$ cat src/rtl/sparsity_adaptive_fsm.sv
// Windowed activation-density monitor choosing a structured-sparsity mode
// (dense, 2:4, 1:4, 1:8) with thresholds, hysteresis and a minimum hold time.
module sparsity_adaptive_fsm #(
  parameter int WINDOW_SIZE = 8
) (
  input  logic        clk,
  input  logic        reset,
  input  logic        sample_valid,
  input  logic [15:0] nonzero_count,
  input  logic [15:0] total_count,
  input  logic        manual_override_mode,
  input  logic [1:0]  manual_mode_select,
  input  logic [9:0]  thresh_2to4,
  input  logic [9:0]  thresh_1to4,
  input  logic [9:0]  thresh_1to8,
  input  logic [9:0]  hyst_milli,
  input  logic [7:0]  min_hold_windows,
  input  logic [15:0] util_milli_pct,
  output logic [1:0]  current_mode,
  output logic        mode_change_pulse,
  output logic [15:0] last_density_milli,
  output logic        window_complete,
  output logic [15:0] change_count,
  output logic [15:0] mode_eff_milli
);

  typedef enum logic [1:0] {
    MODE_DENSE = 2'd0,
    MODE_2TO4  = 2'd1,
    MODE_1TO4  = 2'd2,
    MODE_1TO8  = 2'd3
  } mode_t;

  localparam logic [7:0] LAST_IDX = 8'(WINDOW_SIZE - 1);

  mode_t       mode_q, mode_d;
  logic [31:0] acc_nz, acc_tot, win_nz, win_tot;
  logic [7:0]  sample_cnt;
  logic [7:0]  hold_q, hold_d, hold_next;
  logic        close_pending;
  logic        change;
  logic [41:0] scaled, divisor, quotient;
  logic [15:0] density;
  logic [1:0]  raw;
  logic [9:0]  lower_thr, upper_thr, lower_lim;
  logic [10:0] upper_lim;
  logic        sparser_ok, denser_ok, hold_ok;
  logic        unused_util;

  assign unused_util  = ^util_milli_pct;
  assign current_mode = mode_q;

  // The closing sample's totals are snapshotted so the accumulators are free
  // for the next window in the close cycle (back-to-back windows).
  always_ff @(posedge clk) begin
    if (reset) begin
      acc_nz        <= '0;
      acc_tot       <= '0;
      win_nz        <= '0;
      win_tot       <= '0;
      sample_cnt    <= '0;
      close_pending <= 1'b0;
    end else begin
      close_pending <= 1'b0;
      if (sample_valid) begin
        if (sample_cnt == LAST_IDX) begin
          win_nz        <= acc_nz + {16'd0, nonzero_count};
          win_tot       <= acc_tot + {16'd0, total_count};
          acc_nz        <= '0;
          acc_tot       <= '0;
          sample_cnt    <= '0;
          close_pending <= 1'b1;
        end else begin
          acc_nz     <= acc_nz + {16'd0, nonzero_count};
          acc_tot    <= acc_tot + {16'd0, total_count};
          sample_cnt <= sample_cnt + 8'd1;
        end
      end
    end
  end

  always_comb begin
    divisor  = (win_tot == 32'd0) ? 42'd1 : {10'd0, win_tot};
    scaled   = {10'd0, win_nz} * 42'd1000;
    quotient = scaled / divisor;
    if (win_tot == 32'd0 || quotient > 42'd1000) density = 16'd1000;
    else                                         density = quotient[15:0];
  end

  always_comb begin
    if (density >= {6'd0, thresh_2to4})      raw = 2'd0;
    else if (density >= {6'd0, thresh_1to4}) raw = 2'd1;
    else if (density >= {6'd0, thresh_1to8}) raw = 2'd2;
    else                                     raw = 2'd3;
  end

  // Thresholds bounding the current mode from the dense and the sparse side.
  always_comb begin
    lower_thr = '0;
    upper_thr = '0;
    case (mode_q)
      MODE_DENSE: lower_thr = thresh_2to4;
      MODE_2TO4: begin lower_thr = thresh_1to4; upper_thr = thresh_2to4; end
      MODE_1TO4: begin lower_thr = thresh_1to8; upper_thr = thresh_1to4; end
      MODE_1TO8: upper_thr = thresh_1to8;
      default: ;
    endcase
    lower_lim  = (lower_thr >= hyst_milli) ? (lower_thr - hyst_milli) : 10'd0;
    upper_lim  = {1'b0, upper_thr} + {1'b0, hyst_milli};
    sparser_ok = (raw > mode_q) && (density <= {6'd0, lower_lim});
    denser_ok  = (raw < mode_q) && (density >= {5'd0, upper_lim});
    hold_next  = (hold_q == 8'hFF) ? 8'hFF : hold_q + 8'd1;
    hold_ok    = hold_next >= min_hold_windows;
  end

  always_comb begin
    mode_d = mode_q;
    hold_d = hold_q;
    if (manual_override_mode) begin
      mode_d = mode_t'(manual_mode_select);
      if (close_pending) hold_d = hold_next;
      if (mode_d != mode_q) hold_d = 8'd0;
    end else if (close_pending) begin
      hold_d = hold_next;
      if (hold_ok && (sparser_ok || denser_ok)) begin
        mode_d = mode_t'(raw);
        hold_d = 8'd0;
      end
    end
    change = (mode_d != mode_q);
  end

  always_ff @(posedge clk) begin
    if (reset) begin
      mode_q             <= MODE_DENSE;
      hold_q             <= '0;
      mode_change_pulse  <= 1'b0;
      window_complete    <= 1'b0;
      last_density_milli <= '0;
      change_count       <= '0;
    end else begin
      mode_q            <= mode_d;
      hold_q            <= hold_d;
      mode_change_pulse <= change;
      window_complete   <= close_pending;
      if (close_pending) last_density_milli <= density;
      if (change && change_count != 16'hFFFF) change_count <= change_count + 16'd1;
    end
  end

  always_comb begin
    case (mode_q)
      MODE_DENSE: mode_eff_milli = 16'd1000;
      MODE_2TO4:  mode_eff_milli = 16'd600;
      MODE_1TO4:  mode_eff_milli = 16'd350;
      default:    mode_eff_milli = 16'd200;
    endcase
  end

endmodule

$ cat config.mk
export PLATFORM = sky130hd
export DESIGN_NAME = sparsity_adaptive_fsm
export DESIGN_NICKNAME = d
export VERILOG_FILES = /design/src/rtl/sparsity_adaptive_fsm.sv
export SDC_FILE = /design/constraint.sdc
export NUM_CORES = 2
export LEC_CHECK = 0
export ABC_AREA = 1
export CORE_ASPECT_RATIO = 0.75
export CORE_MARGIN = 5
export CORE_UTILIZATION = 40
export CTS_BUF_LIST = sky130_fd_sc_hd__clkbuf_8
export DETAILED_ROUTE_END_ITERATION = 16
export PLACE_DENSITY = 0.64
export SLEW_MARGIN = 20
export SYNTH_ARGS = -nofsm -noshare
export SYNTH_HDL_FRONTEND = slang
export SYNTH_SLANG_ARGS = --single-unit
$ cat constraint.sdc
create_clock -name clk -period 153 [get_ports clk]
set_input_delay 38.25 -clock clk [delete_from_list [all_inputs] [get_ports clk]]
set_output_delay 38.25 -clock clk [all_outputs]
set_load 0.02 [all_outputs]
# Yosys cells after proc, flatten, opt, wreduce, memory -nomap -nowiden
# Index checks and enable logic that the tools add are counted.
classes:
  n_mul: 1
  div_mod_pow: 1
  muxes: 22
  eq_ne: 8
  reduce_logical: 13
  bitwise: 1
  n_addsub: 7
  magnitude_cmp: 10
op_table:
  columns: ["op", "n"]
  rows:
  - ["32-bit 2-to-1 mux", 3]
  - ["10-bit one-hot mux with 3 select lines", 3]
  - ["32-bit by 16-bit adder with 32-bit output", 2]
  - ["8-bit 2-to-1 mux", 7]
  - ["16-bit by 10-bit greater-or-equal comparator with 1-bit output", 3]
  - ["42-bit by 42-bit divider with 42-bit output", 1]
  - ["42-bit by 10-bit greater-than comparator with 1-bit output (second input constant)", 1]
  - ["32-bit by 7-bit multiplier with 39-bit output (second input constant)", 1]
  - ["32-bit zero test", 1]
  - ["16-bit by 1-bit adder with 16-bit output (second input constant)", 1]
  - ["8-bit by 1-bit adder with 8-bit output (second input constant)", 2]
  - ["16-bit by 11-bit greater-or-equal comparator with 1-bit output", 1]
  - ["16-bit by 10-bit <= comparator with 1-bit output", 1]
  - ["16-bit 2-to-1 mux", 1]
  - ["16-bit inequality test (second input constant)", 1]
  - ["10-bit by 10-bit adder with 11-bit output", 1]
  - ["10-bit greater-or-equal comparator", 1]
  - ["10-bit 2-to-1 mux", 1]
  - ["2-bit 2-to-1 mux", 5]
  - ["10-bit subtractor", 1]
  - ["8-bit by 3-bit equality test with 1-bit output (second input constant)", 1]
  - ["8-bit equality test (second input constant)", 1]
  - ["8-bit greater-or-equal comparator", 1]
  - ["2-bit equality test (second input constant)", 2]
  - ["12 further kinds", 20]
totals:
  ff_bits: 181
  inputBits: 102

# Logic depth before layout (Yosys ltp)
logic_depth:
  depth_word: 19
  ltp_mapped: 1043
  mapped_depth_nobuf: 996

# Worst setup path before layout
# OpenSTA, ideal clock, no wires.
synth_path:
  path_kind: "register to register"
  from: "register win_nz[23]"
  to: "register change_count[13]"
  required_time_ns: 152.930
  path_slack_ns: 23.217
  stages_incl_launch_ff: 1013
  arrival_time_ns: 129.714
  setup_time_ns: 0.070
  path_cell_list: "dfxtp_1 -> inv_1 -> fa_1 -> fa_1 -> inv_1 -> fa_1 -> inv_1 -> fa_1 -> inv_1 -> ha_1 -> nand2_1 -> nor2_1 -> nand2_1 -> nor2_1 -> nand3_1 -> nand4_1 -> nand2_1 -> ha_1 -> [... 977 more ...] -> inv_1 -> a21oi_1 -> a21oi_1 -> a22o_1 -> nand2_1 -> nor2_1 -> nand2_1 -> o211ai_1 -> o21ai_0 -> xor2_1 -> nor2_1 -> inv_1 -> nand2_1 -> clkbuf_1 -> clkinv_1 -> nand4_1 -> o21ai_0 -> a21oi_1"
synth_between:
  elab_chain_len: 18
  word_cells_on_any_way: 24
synth_rtl:
  columns: ["element", "line_no", "source"]
  rows:
  - ["start: declaration", "37", "logic [31:0] acc_nz, acc_tot, win_nz, win_tot;"]
  - ["start signal: assignment", "67", "win_nz <= acc_nz + {16'd0, nonzero_count};"]
  - ["32-bit by 7-bit multiplier with 39-bit output (*)", "84", "scaled = {10'd0, win_nz} * 42'd1000;"]
  - ["42-bit by 42-bit divider with 42-bit output (*)", "85", "quotient = scaled / divisor;"]
  - ["42-bit by 10-bit greater-than comparator with 1-bit output", "86", "if (win_tot == 32'd0 || quotient > 42'd1000) density = 16'd1000;"]
  - ["1-bit logical OR", "86", null]
  - ["16-bit 2-to-1 mux (*)", "86", null]
  - ["named net density[1]", "43", "logic [15:0] density;"]
  - ["16-bit by 10-bit greater-or-equal comparator with 1-bit output", "93", "else if (density >= {6'd0, thresh_1to8}) raw = 2'd2;"]
  - ["1-bit 2-to-1 mux", "93", null]
  - ["[... 3 more ...]", null, null]
  - ["1-bit logical AND (on tied branches)", "110, 111", null]
  - ["1-bit logical OR", "125", "if (hold_ok && (sparser_ok || denser_ok)) begin"]
  - ["1-bit logical AND", "125", null]
  - ["2-bit 2-to-1 mux (*)", "125", null]
  - ["2-bit 2-to-1 mux (*)", "123", "end else if (close_pending) begin"]
  - ["2-bit 2-to-1 mux (*)", "119", "if (manual_override_mode) begin"]
  - ["2-bit inequality test (*)", "130", "change = (mode_d != mode_q);"]
  - ["1-bit logical AND (*)", "147", "if (change && change_count != 16'hFFFF) change_count <= change_count + 16'd1;"]
  - ["end signal: assignment", "147", null]
  - ["end: declaration", "23", "output logic [15:0] change_count,"]
# The timed path passes the listed nets; every way through them passes the cells marked *.
# A chain may end at the register's enable or synchronous reset.

==> flow_summary.toml <==
[timing]
setup-tns-final_ps = 0
fin_skew_ps = 69.5
tightest_slew_ps = 1120
fmax_ghz = 0.00712
final_max_slew_viol_count = 0
hold_viol_final = 0
relSlewSlack_pct = 25.7
setup_viol = 0
fin_crit_sh_pct = 91.8
fin_crit_ps = 140400
layout_setup_ws_ps = 12600
holdWs_ps = 448

[critical_path]
crit_arrival_ps = 140930
cp.required_ps = 153530
crit_slowest_cell = "dfxtp_1"
criticalPathCategory = "reg2reg"
critPathMaxFanout = 37
startpoint_type = "register"
critPathCaptureType = "register"
slowest_delay_ps = 540
path_common_cell = "nand2_1"

[die]
die_h_um = 355
ios = 154
die_w_um = 470
die_area_um2 = 167000
core_area_um2 = 157000
initial_core_util_pct = 40.3
core.rowCount = 126

[synth]
synth_area_leaders = "ha_1, nand2_1, inv_1, a21oi_1, xor2_1"
synth_top_area_cell = "ha_1"
synth_edf_count = 0
synth_most_common_cell = "nand2_1"
syn_inst = 10400
synth_top_flop_cell = "dfxtp_1"
yosysTopAreaCellShare_pct = 20.7
netlist_area_um2 = 63500
syn_avg_cell_area_um2 = 6.12
synth-async-reset-ratio_pct = 0
yosysWarnings = 0
yosysUniqueCellTypes = 92
ys_seq_area_share_pct = 5.71
synth_common_cells = "nand2_1, inv_1, ha_1"
ys_seq_elements = 181

[detailed_routing]
routedWlPerCell_um = 16.5
drt_iter0_markers = 5463
routed_via_density = 5.31
drc = 0
wl_um = 209000
drtAntennaViolNets = 0
vias = 67300
dr.pass1.iters = 6

[clock_network]
cts_inserted_buffers = 17
cts_root_buffer = "clkbuf_8"
htree_levels = 4
clock_path_buffers = 2
path_clk_slew_ps = 120
cts_hold_buf = 0
clkLatencyLatePin_ps = 670
tritoncts = "done"
cts_sinks = 181

[hold_path]
min_path_type = "reg2reg"

[final_layout]
drive_gt1_share_pct = 6.95
final_cells = 12700
fin_nets = 11800
area_growth_pct = 8.71

[placement]
port_buffers = 128
dp_hpwl_um = 171000
gp_congestion = 0.974
dp_cells = 12600
dp_slack_ps = 1770

[global_route]
grt_max_degree = 78
grtUsageTotal_pct = 23.7
antenna_found_initial = 8
overflow = 0
grt_pass1_vias = 61900
grt_pass1_wl_um = 326000

[outcome]
status = "finished clean"

[run]
maxCapViolations = 0
metal layers:
metal  track usage [%]  up-vias  routed length [µm]
li1                  -    34200                   -
met1              35.3    30900              104000
met2              36.5     1917               86100
met3              2.89      203               14300
met4              4.70        2                4610
met5                 0        -                  13
state kept, by name (all words and copies together), names as in the netlist:
name,flops
acc_nz,32
acc_tot,32
change_count,16
close_pending,1
current_mode,2
hold_q,8
last_density_milli,16
mode_change_pulse,1
sample_cnt,8
win_nz,32
win_tot,32
window_complete,1
cells in the final DEF (no fill, tap or decap), drive strengths merged, types with 113 or more instances in the layout:
master | netlist | final
fa | 123 | 123
nand4 | 138 | 138
o21ai | 725 | 725
nor3 | 117 | 117
nand2 | 2585 | 2587
a21oi | 946 | 946
xnor2 | 262 | 262
buf | 69 | 189
nor2 | 755 | 756
clkdlybuf4s50 | 0 | 127
xor2 | 467 | 467
inv | 1738 | 1741
ha | 1052 | 1052
o21bai | 113 | 113
nand3 | 432 | 433
dfxtp | 181 | 181
path summary, 6_finish.rpt:
check                               from                      to  slack [ps]  cells after the start
setup reg to reg              win_nz[22]         change_count[5]       12600                    956
hold / removal    last_density_milli[11]  last_density_milli[11]         450                      2
setup / recovery              win_nz[22]         change_count[5]       12600                    892
hold reg to reg   last_density_milli[11]  last_density_milli[11]         450                      2
layout make-up:
| cell class | instances | area [µm²] |
|---|---|---|
| fillers | 16700 | 88500 |
| multi-input cells | 8255 | 52900 |
| inverters | 1758 | 6670 |
| flip-flops and latches | 181 | 3630 |
| repair buffers | 316 | 2840 |
| well taps | 2112 | 2640 |
| clock buffers | 18 | 248 |
| clock inverters | 13 | 136 |
| repair inverters | 3 | 15.0 |
| diodes | 2 | 5.00 |
kinds of logic after synthesis:
family	synth area share [%]
simple gates	28.5
compound gates	18.8
buf+inv	12.0
fa+ha+maj	24.6
xor+xnor	10.1
flops	5.71
mux	0.252
other cells	0.0118
per-stage QoR:
step / cell area [µm²] / utilization (%)
finish: 69000 / 43.8
global route: 69000 / 43.8
CTS: 67800 / 43.0
detailed placement: 67400 / 42.8
global placement: 67400 / 42.8
floorplan: 63500 / -
critical path, delay by kind of cell, from the launching register on:
family,cells,cell delay (ps)
xor+xnor,1,160
buf+inv,166,16540
flops,1,540
simple gates,341,38340
fa+ha+maj,48,15790
compound gates,335,59080
mux,1,220
repair_timing:
action                     in CTS  in global routing
setup endpoints to repair       0                 37
setup buffers                   0                 67
resized for setup               0                193
Power is left out: the tool's default activity adds up to more than one toggle a clock period on the data nets, which glitch-free logic cannot reach.
